==> config.mk <==
export PLATFORM = sky130hd
export DESIGN_NAME = align_accum
export DESIGN_NICKNAME = d
export VERILOG_FILES = /design/src/rtl/mac_pkg.sv /design/src/rtl/ADD.sv /design/src/rtl/COM.sv /design/src/rtl/EQ.sv /design/src/rtl/accum_sat.sv /design/src/rtl/align_accum.sv
export SDC_FILE = /design/constraint.sdc
export NUM_CORES = 1
export LEC_CHECK = 0
export BUFFER_PORTS_ARGS = -buffer_cell sky130_fd_sc_hd__buf_4
export CORE_ASPECT_RATIO = 1.5
export CORE_MARGIN = 1
export CORE_UTILIZATION = 52
export DETAILED_ROUTE_END_ITERATION = 6
export GPL_TIMING_DRIVEN = 0
export PLACE_DENSITY = 0.8
export SLEW_MARGIN = 20
export SYNTH_ARGS = -nofsm -noshare
export SYNTH_HDL_FRONTEND = slang
export SYNTH_SLANG_ARGS = --single-unit
==> constraint.sdc <==
create_clock -name i_clk -period 3.9 [get_ports i_clk]
set_input_delay 0.195 -clock i_clk [delete_from_list [all_inputs] [get_ports i_clk]]
set_output_delay 0.195 -clock i_clk [all_outputs]
set_load 0.01 [all_outputs]
==> src/rtl/mac_pkg.sv <==
// mac_pkg: widths, limits and the controller state encoding shared by the
// aligned-product accumulator and its helpers.
//   PP_W      - width of an aligned partial product (two's complement)
//   EXP_W     - width of the group exponent
//   ACC_W     - accumulator width; 16 full-scale beats cannot wrap it
//   MAX_BEATS - beats after which an open group is force-closed
//   CNT_W     - beat counter width (holds 0..MAX_BEATS)
//   NUM_W     - width of the primitive gate-count reporting bus
package mac_pkg;

  localparam int PP_W      = 15;
  localparam int EXP_W     = 6;
  localparam int ACC_W     = 19;
  localparam int MAX_BEATS = 16;
  localparam int CNT_W     = 5;
  localparam int NUM_W     = 51;

  typedef enum logic [1:0] {
    IDLE = 2'd0,
    ACC  = 2'd1,
    DONE = 2'd2
  } state_e;

  // Sign-extend a partial product to accumulator width.
  function automatic logic [ACC_W-1:0] sext_pp(input logic [PP_W-1:0] pp);
    return {{(ACC_W-PP_W){pp[PP_W-1]}}, pp};
  endfunction

endpackage

==> src/rtl/ADD.sv <==
// ADD: W-bit adder primitive (carry out dropped).
//   a, b   - operands
//   sum    - a + b modulo 2^W
//   number - reported gate count of this instance
module ADD #(
  parameter int W = 8
) (
  input  logic [W-1:0] a,
  input  logic [W-1:0] b,
  output logic [W-1:0] sum,
  output logic [50:0]  number
);

  assign sum    = a + b;
  // One full adder (five gates) per bit.
  assign number = 51'(5 * W);

endmodule

==> src/rtl/COM.sv <==
// COM: W-bit unsigned magnitude comparator primitive.
//   a, b   - operands
//   gt     - 1 when a > b (unsigned)
//   number - reported gate count of this instance
module COM #(
  parameter int W = 8
) (
  input  logic [W-1:0] a,
  input  logic [W-1:0] b,
  output logic         gt,
  output logic [50:0]  number
);

  assign gt     = (a > b);
  assign number = 51'(4 * W);

endmodule

==> src/rtl/EQ.sv <==
// EQ: W-bit equality comparator primitive.
//   a, b   - operands
//   eq     - 1 when a == b
//   number - reported gate count of this instance
module EQ #(
  parameter int W = 8
) (
  input  logic [W-1:0] a,
  input  logic [W-1:0] b,
  output logic         eq,
  output logic [50:0]  number
);

  assign eq     = (a == b);
  // XNOR per bit plus the AND reduction tree.
  assign number = 51'(2 * W);

endmodule

==> src/rtl/accum_sat.sv <==
// accum_sat: clamps a full-width group sum into the signed 16-bit range
// -32768..32767 (result still presented sign-extended at ACC_W bits).
//   sum_in  - unclamped accumulator value
//   sum_out - clamped value
//   sat     - 1 when clamping changed the value
module accum_sat
  import mac_pkg::*;
(
  input  logic [ACC_W-1:0] sum_in,
  output logic [ACC_W-1:0] sum_out,
  output logic             sat
);

  localparam int OUT_W = 16;

  logic [ACC_W-OUT_W:0] top_s;
  logic                 ovf_s;

  // The value fits 16 bits only if every bit from bit 15 upward equals the sign.
  always_comb begin
    top_s = sum_in[ACC_W-1:OUT_W-1];
    ovf_s = !((&top_s) || (~|top_s));
    if (ovf_s) begin
      if (sum_in[ACC_W-1]) begin
        sum_out = {{(ACC_W-OUT_W+1){1'b1}}, {(OUT_W-1){1'b0}}};
      end else begin
        sum_out = {{(ACC_W-OUT_W+1){1'b0}}, {(OUT_W-1){1'b1}}};
      end
      sat = 1'b1;
    end else begin
      sum_out = sum_in;
      sat     = 1'b0;
    end
  end

endmodule

==> src/rtl/align_accum.sv <==
// align_accum: sums a group of aligned partial products (1..16 beats) and
// hands the group sum plus its exponent to the normalizer.
//   i_clk, i_rst        - clock, asynchronous active-high reset
//   i_valid/o_ready     - beat handshake (o_ready low while a result waits)
//   i_align_pp          - aligned partial product, two's complement
//   i_max_exp           - group exponent, taken from the first beat only
//   i_last              - final beat of the group
//   o_valid/i_ready     - result handshake
//   o_sum, o_exp        - group sum and latched exponent
//   o_len_err           - group closed by the 16-beat limit, not by i_last
//   o_sat               - sum was clamped (always 0 unless saturation built)
//   number              - summed gate count of the arithmetic primitives
// Build option: define MAC_ACCUM_SAT_EN to clamp the sum to 16-bit signed.
module align_accum
  import mac_pkg::*;
(
  input  logic             i_clk,
  input  logic             i_rst,
  input  logic             i_valid,
  output logic             o_ready,
  input  logic [PP_W-1:0]  i_align_pp,
  input  logic [EXP_W-1:0] i_max_exp,
  input  logic             i_last,
  output logic             o_valid,
  input  logic             i_ready,
  output logic [ACC_W-1:0] o_sum,
  output logic [EXP_W-1:0] o_exp,
  output logic             o_len_err,
  output logic             o_sat,
  output logic [NUM_W-1:0] number
);

  state_e           state_r, state_next_s;
  logic [ACC_W-1:0] acc_r, sum_r;
  logic [ACC_W-1:0] add_a_s, add_b_s, add_sum_s, clamp_sum_s;
  logic [CNT_W-1:0] cnt_r;
  logic [EXP_W-1:0] exp_r;
  logic             valid_r, len_err_r, sat_r, ready_r;
  logic             clamp_sat_s;
  logic             beat_s, hs_s, close_s, force_s;
  logic             is_idle_s, is_acc_s, is_done_s, cnt_last_s;
  logic [NUM_W-1:0] add_num_s, idle_num_s, acc_num_s, done_num_s, cnt_num_s;

  assign beat_s = i_valid & ready_r;
  assign hs_s   = valid_r & i_ready;

  EQ #(.W(2)) u_eq_idle (.a(state_r), .b(IDLE), .eq(is_idle_s), .number(idle_num_s));
  EQ #(.W(2)) u_eq_acc  (.a(state_r), .b(ACC),  .eq(is_acc_s),  .number(acc_num_s));
  EQ #(.W(2)) u_eq_done (.a(state_r), .b(DONE), .eq(is_done_s), .number(done_num_s));

  // cnt > MAX_BEATS-2 means the beat being accepted now is the last allowed one.
  COM #(.W(CNT_W)) u_cnt_cmp (
    .a(cnt_r), .b(CNT_W'(MAX_BEATS - 2)), .gt(cnt_last_s), .number(cnt_num_s)
  );

  // A group's first beat starts from zero, so one adder serves both states.
  always_comb begin
    add_b_s = sext_pp(i_align_pp);
    if (is_idle_s) begin
      add_a_s = '0;
    end else begin
      add_a_s = acc_r;
    end
  end

  ADD #(.W(ACC_W)) u_add (.a(add_a_s), .b(add_b_s), .sum(add_sum_s), .number(add_num_s));

`ifdef MAC_ACCUM_SAT_EN
  accum_sat u_sat (.sum_in(add_sum_s), .sum_out(clamp_sum_s), .sat(clamp_sat_s));
`else
  assign clamp_sum_s = add_sum_s;
  assign clamp_sat_s = 1'b0;
`endif

  assign number = add_num_s + idle_num_s + acc_num_s + done_num_s + cnt_num_s;

  // State register.
  always_ff @(posedge i_clk or posedge i_rst) begin
    if (i_rst) begin
      state_r <= IDLE;
    end else begin
      state_r <= state_next_s;
    end
  end

  // Next-state and group-close decode.
  always_comb begin
    state_next_s = state_r;
    close_s      = 1'b0;
    force_s      = 1'b0;
    if (is_idle_s) begin
      if (beat_s) begin
        close_s      = i_last;
        state_next_s = i_last ? DONE : ACC;
      end else begin
        state_next_s = IDLE;
      end
    end else if (is_acc_s) begin
      if (beat_s && i_last) begin
        close_s      = 1'b1;
        state_next_s = DONE;
      end else if (beat_s && cnt_last_s) begin
        close_s      = 1'b1;
        force_s      = 1'b1;
        state_next_s = DONE;
      end else begin
        state_next_s = ACC;
      end
    end else if (is_done_s) begin
      state_next_s = hs_s ? IDLE : DONE;
    end else begin
      state_next_s = IDLE;
    end
  end

  // Accumulator, beat counter, exponent latch and registered result/flags.
  always_ff @(posedge i_clk or posedge i_rst) begin
    if (i_rst) begin
      acc_r     <= '0;
      cnt_r     <= '0;
      exp_r     <= '0;
      sum_r     <= '0;
      valid_r   <= 1'b0;
      len_err_r <= 1'b0;
      sat_r     <= 1'b0;
      ready_r   <= 1'b1;
    end else begin
      // o_ready is a register so it drops with o_valid and rises only after the handshake.
      ready_r <= (state_next_s != DONE);
      if (beat_s) begin
        acc_r <= add_sum_s;
        if (is_idle_s) begin
          cnt_r <= CNT_W'(1);
          exp_r <= i_max_exp;
        end else begin
          cnt_r <= cnt_r + CNT_W'(1);
        end
      end else if (hs_s) begin
        cnt_r <= '0;
      end
      if (close_s) begin
        sum_r     <= clamp_sum_s;
        sat_r     <= clamp_sat_s;
        len_err_r <= force_s;
        valid_r   <= 1'b1;
      end else if (hs_s) begin
        valid_r   <= 1'b0;
        len_err_r <= 1'b0;
        sat_r     <= 1'b0;
      end
    end
  end

  assign o_ready   = ready_r;
  assign o_valid   = valid_r;
  assign o_sum     = sum_r;
  assign o_exp     = exp_r;
  assign o_len_err = len_err_r;
  assign o_sat     = sat_r;

endmodule
==> summary.md <==
| Metric | Value |
|---|---|
| Fmax | 282.3 MHz |
| Mapped Avg Cell Area | 8.968 sq um |
| Number of global-route vias before repair | 2926 |
| Number of DRC markers in iteration 0 | 111 |
| Layout cells sized above 1 | 27.67% |
| Crit-path cells | or2_2, clkbuf_1, clkbuf_2, nand2_1, inv_1, ha_1, a211oi_1, o21ai_0, a21o_1, a31oi_1, o21ai_1, xnor2_1, o21ai_0 |
| Met2 usage | 43.61% |
| Most used DFF post-synth | dfrtp_1 |
| Clk_skew | 0.01776 ns |
| Row count | 36 |
| First-pass GRT wire length | 12970 um |
| Core ar. | 6531 sq um |
| Worst reg2reg setup slack | 0.36 ns |
| Final Hold Fails | 0 |
| Gate Count Post-Synth | 394 |
| Reg2reg start | state_r[1]$_DFF_PP0_ |
| # clock sinks | 54 |
| Status | complete, no violations |
| Layout area overhead | 22.20% |
| Grt ovf | 0 |
| GRT met3 Usage | 4.301% |
| CP dominant cell by count | o21ai_0 |
| Num ports | 106 |
| Worst VDD drop | 0.0004102 V |
| Average wire per standard cell | 13.28 um |
| DP Wirelength | 5959 um |
| Via/cell ratio | 5.134 |
| Synth cell types | 51 |
| GR Util met1 | 24.12% |
| Worst Max-Slew Pin Slew | 0.6513 ns |
| Hold path endpoint | o_len_err$_DFFE_PP0P_ |
| Largest net degree at the start of global routing | 55 |
| Drt first pass iters | 4 |
| CP top delay family | compound AO/OA/AOI/OAI gates |
| Slowest-stage cell, CP | dfrtp_1 |
| Synth warnings | 0 |
| Synth top area cells | dfrtp_1, buf_4, o21ai_0, ha_1, nand2_1 |
| Crit path DAT | 3.74 ns |
| CTS tree | done |
| DIE AREA | 7136 sq um |
| Crit-path max FO | 10 |
| Asr flop ratio synth | 100.0% |
| ANT cells | 0 |
| DIE WIDTH | 69.31 um |
| Post-Place Setup Slack | 0.2543 ns |
| Worst skew pair latency | 0.32 ns |
| Busiest grt layer | met2 |
| Num CTS Buffers | 5 |
| Nets | 552 |
| HP Start | i_last |
| R2R depth | 13 |
| Clock Path Buffers | 2 |
| Htree depth | 2 |
| RR Endpoint | acc_r[15]$_DFFE_PP0P_ |
| # port buffers | 53 |
| Post-synth EDFFs | 0 |
| Top-area cell type share of the netlist area | 37.54% |
| Critical Path Sink Type | flop |
| Hold Path Depth | 2 |
| Area of the multi-input gates | 1881 sq um |
| Buf+Inv Stages, Crit Path | 3 |
| CP required | 4.10 ns |
| Post CTS Setup Buffer Count | 0 |
| Clock Root Buffer | clkbuf_8 |
| Top-count cell post-synth | nand2_1 |
| Tmin final | 3.542 ns |
| Relative max-transition margin | 56.58% |
| Initial Util | 54.10% |
| Register area | 1353 sq um |
| Final wirelength | 7727 um |
| Die height | 103.0 um |
| Final Core Density | 66.11% |
| Routability cong. | 0.8965 |
| Area leader, netlist | dfrtp_1 |
| Mapped Area | 3533 sq um |
| Synthesized flop and latch total | 54 |
| Lkg Pwr | 2.244 nW |
| Hold Path Class | primary input to flop |
| Total GRT Usage | 22.79% |
| Layout Cells excl Fill | 582 |
| Seq/Total Area, Yosys | 38.28% |
| Final worst setup slack | 0.3579 ns |
| Crit-path max cell delay | 0.43 ns |
| RSZ-0062 raised after global routing | false |
| Final Setup Violations | 0 |
| Vias | 2988 |
| Post-route antenna net violation count | 0 |
| Initial antenna violation count | 0 |
| Power density over the cells | 678.3 nW/um^2 |
| Critical Path Source Type | flop |
| Placed cell count | 573 |
| Final Cycle Share | 90.82% |
| Setup TNS | 0 ns |
| Critical setup path kind | flop to flop |
| Post-synth top cells | nand2_1, buf_4, dfrtp_1 |
| Final Max Slew Viols | 0 |
| DRC Markers | 0 |
| Maxcap violations | 0 |
| Fillcell total | 573 |
| CTS clk-pin slew, worst paths | 0.11 ns |
worst max-delay path by stage:
stage	cells past startpoint	slack, ns	endpoint	startpoint
2_1_floorplan	14	0.93	o_sum[10]$_DFFE_PP0P_	state_r[1]$_DFF_PP0_
3_3_place_gp	14	0.36	acc_r[18]$_DFFE_PP0P_	state_r[1]$_DFF_PP0_
3_5_place_dp	14	0.25	o_sum[18]$_DFFE_PP0P_	state_r[1]$_DFF_PP0_
4_1_cts	14	0.23	o_sum[18]$_DFFE_PP0P_	state_r[1]$_DFF_PP0_
5_1_grt	14	0.12	o_sum[18]$_DFFE_PP0P_	state_r[1]$_DFF_PP0_
6_report	13	0.36	acc_r[15]$_DFFE_PP0P_	state_r[1]$_DFF_PP0_
state kept, by name, summed over array words and instances (netlist names):
name,flops
acc_r,19
cnt_r,5
o_exp,6
o_len_err,1
o_ready,1
o_sum,19
o_valid,1
state_r,2
repair_timing:
item | CTS | global route
endpoints found under the hold margin | 17 | 0
setup endpoints to repair | 0 | 1
hold buffers | 1 | 0
resized for setup | 0 | 2
final cells by class:
cell class | count | share of cell area [%]
repair buffers | 54 | 9.447
multi-input cells | 316 | 43.55
inverters | 8 | 0.7534
clock inverters | 3 | 0.4926
flip-flops and latches | 54 | 31.32
clock buffers | 5 | 1.594
plain buffers | 66 | 10.63
well taps | 76 | 2.202
stage by stage:
stage               hold slack, ns  instance area [sq um]  power (mW)
floorplan                   0.2807                   3721       2.082
global placement            0.3797                   4214       2.542
detailed placement          0.3486                   4217       2.600
CTS                        0.04565                   4317       2.933
global route               0.04349                   4318       3.171
finish                     0.04547                   4318       2.929
cell usage in the layout (no fill, tap or decap), drive strengths merged, types with 10 or more instances in the layout:
cell type,instances
conb,52
o21ai,53
and2,23
dfrtp,53
buf,109
a21oi,24
nand2,59
ha,20
xor2,10
clkbuf,15
where the power goes:
part / total (mW) / switching, mW / leakage (nW) / internal, mW
combinational: 1.65 / 0.902 / 1.53 / 0.743
sequential: 0.957 / 0.144 / 0.670 / 0.813
clock: 0.326 / 0.200 / 0.0441 / 0.127
total: 2.93 / 1.25 / 2.24 / 1.68
kinds of logic after synthesis:
logic type | synth area share [%]
buffers and inverters | 13.81
xor gates and xnor gates | 4.214
and+or+nand+nor | 16.08
muxes | 2.833
adders and majority gates | 7.649
AOI/OAI and AO/OA | 16.93
DFF | 38.28
other | 0.2125
layer usage:
| layer | share of wire (%) | vias to the layer above |
|---|---|---|
| li1 | - | 1458 |
| met1 | 38 | 1398 |
| met2 | 54 | 111 |
| met3 | 5.7 | 21 |
| met4 | 2.8 | 0 |
| met5 | 0 | - |
Power figures use the tool's default switching activity.
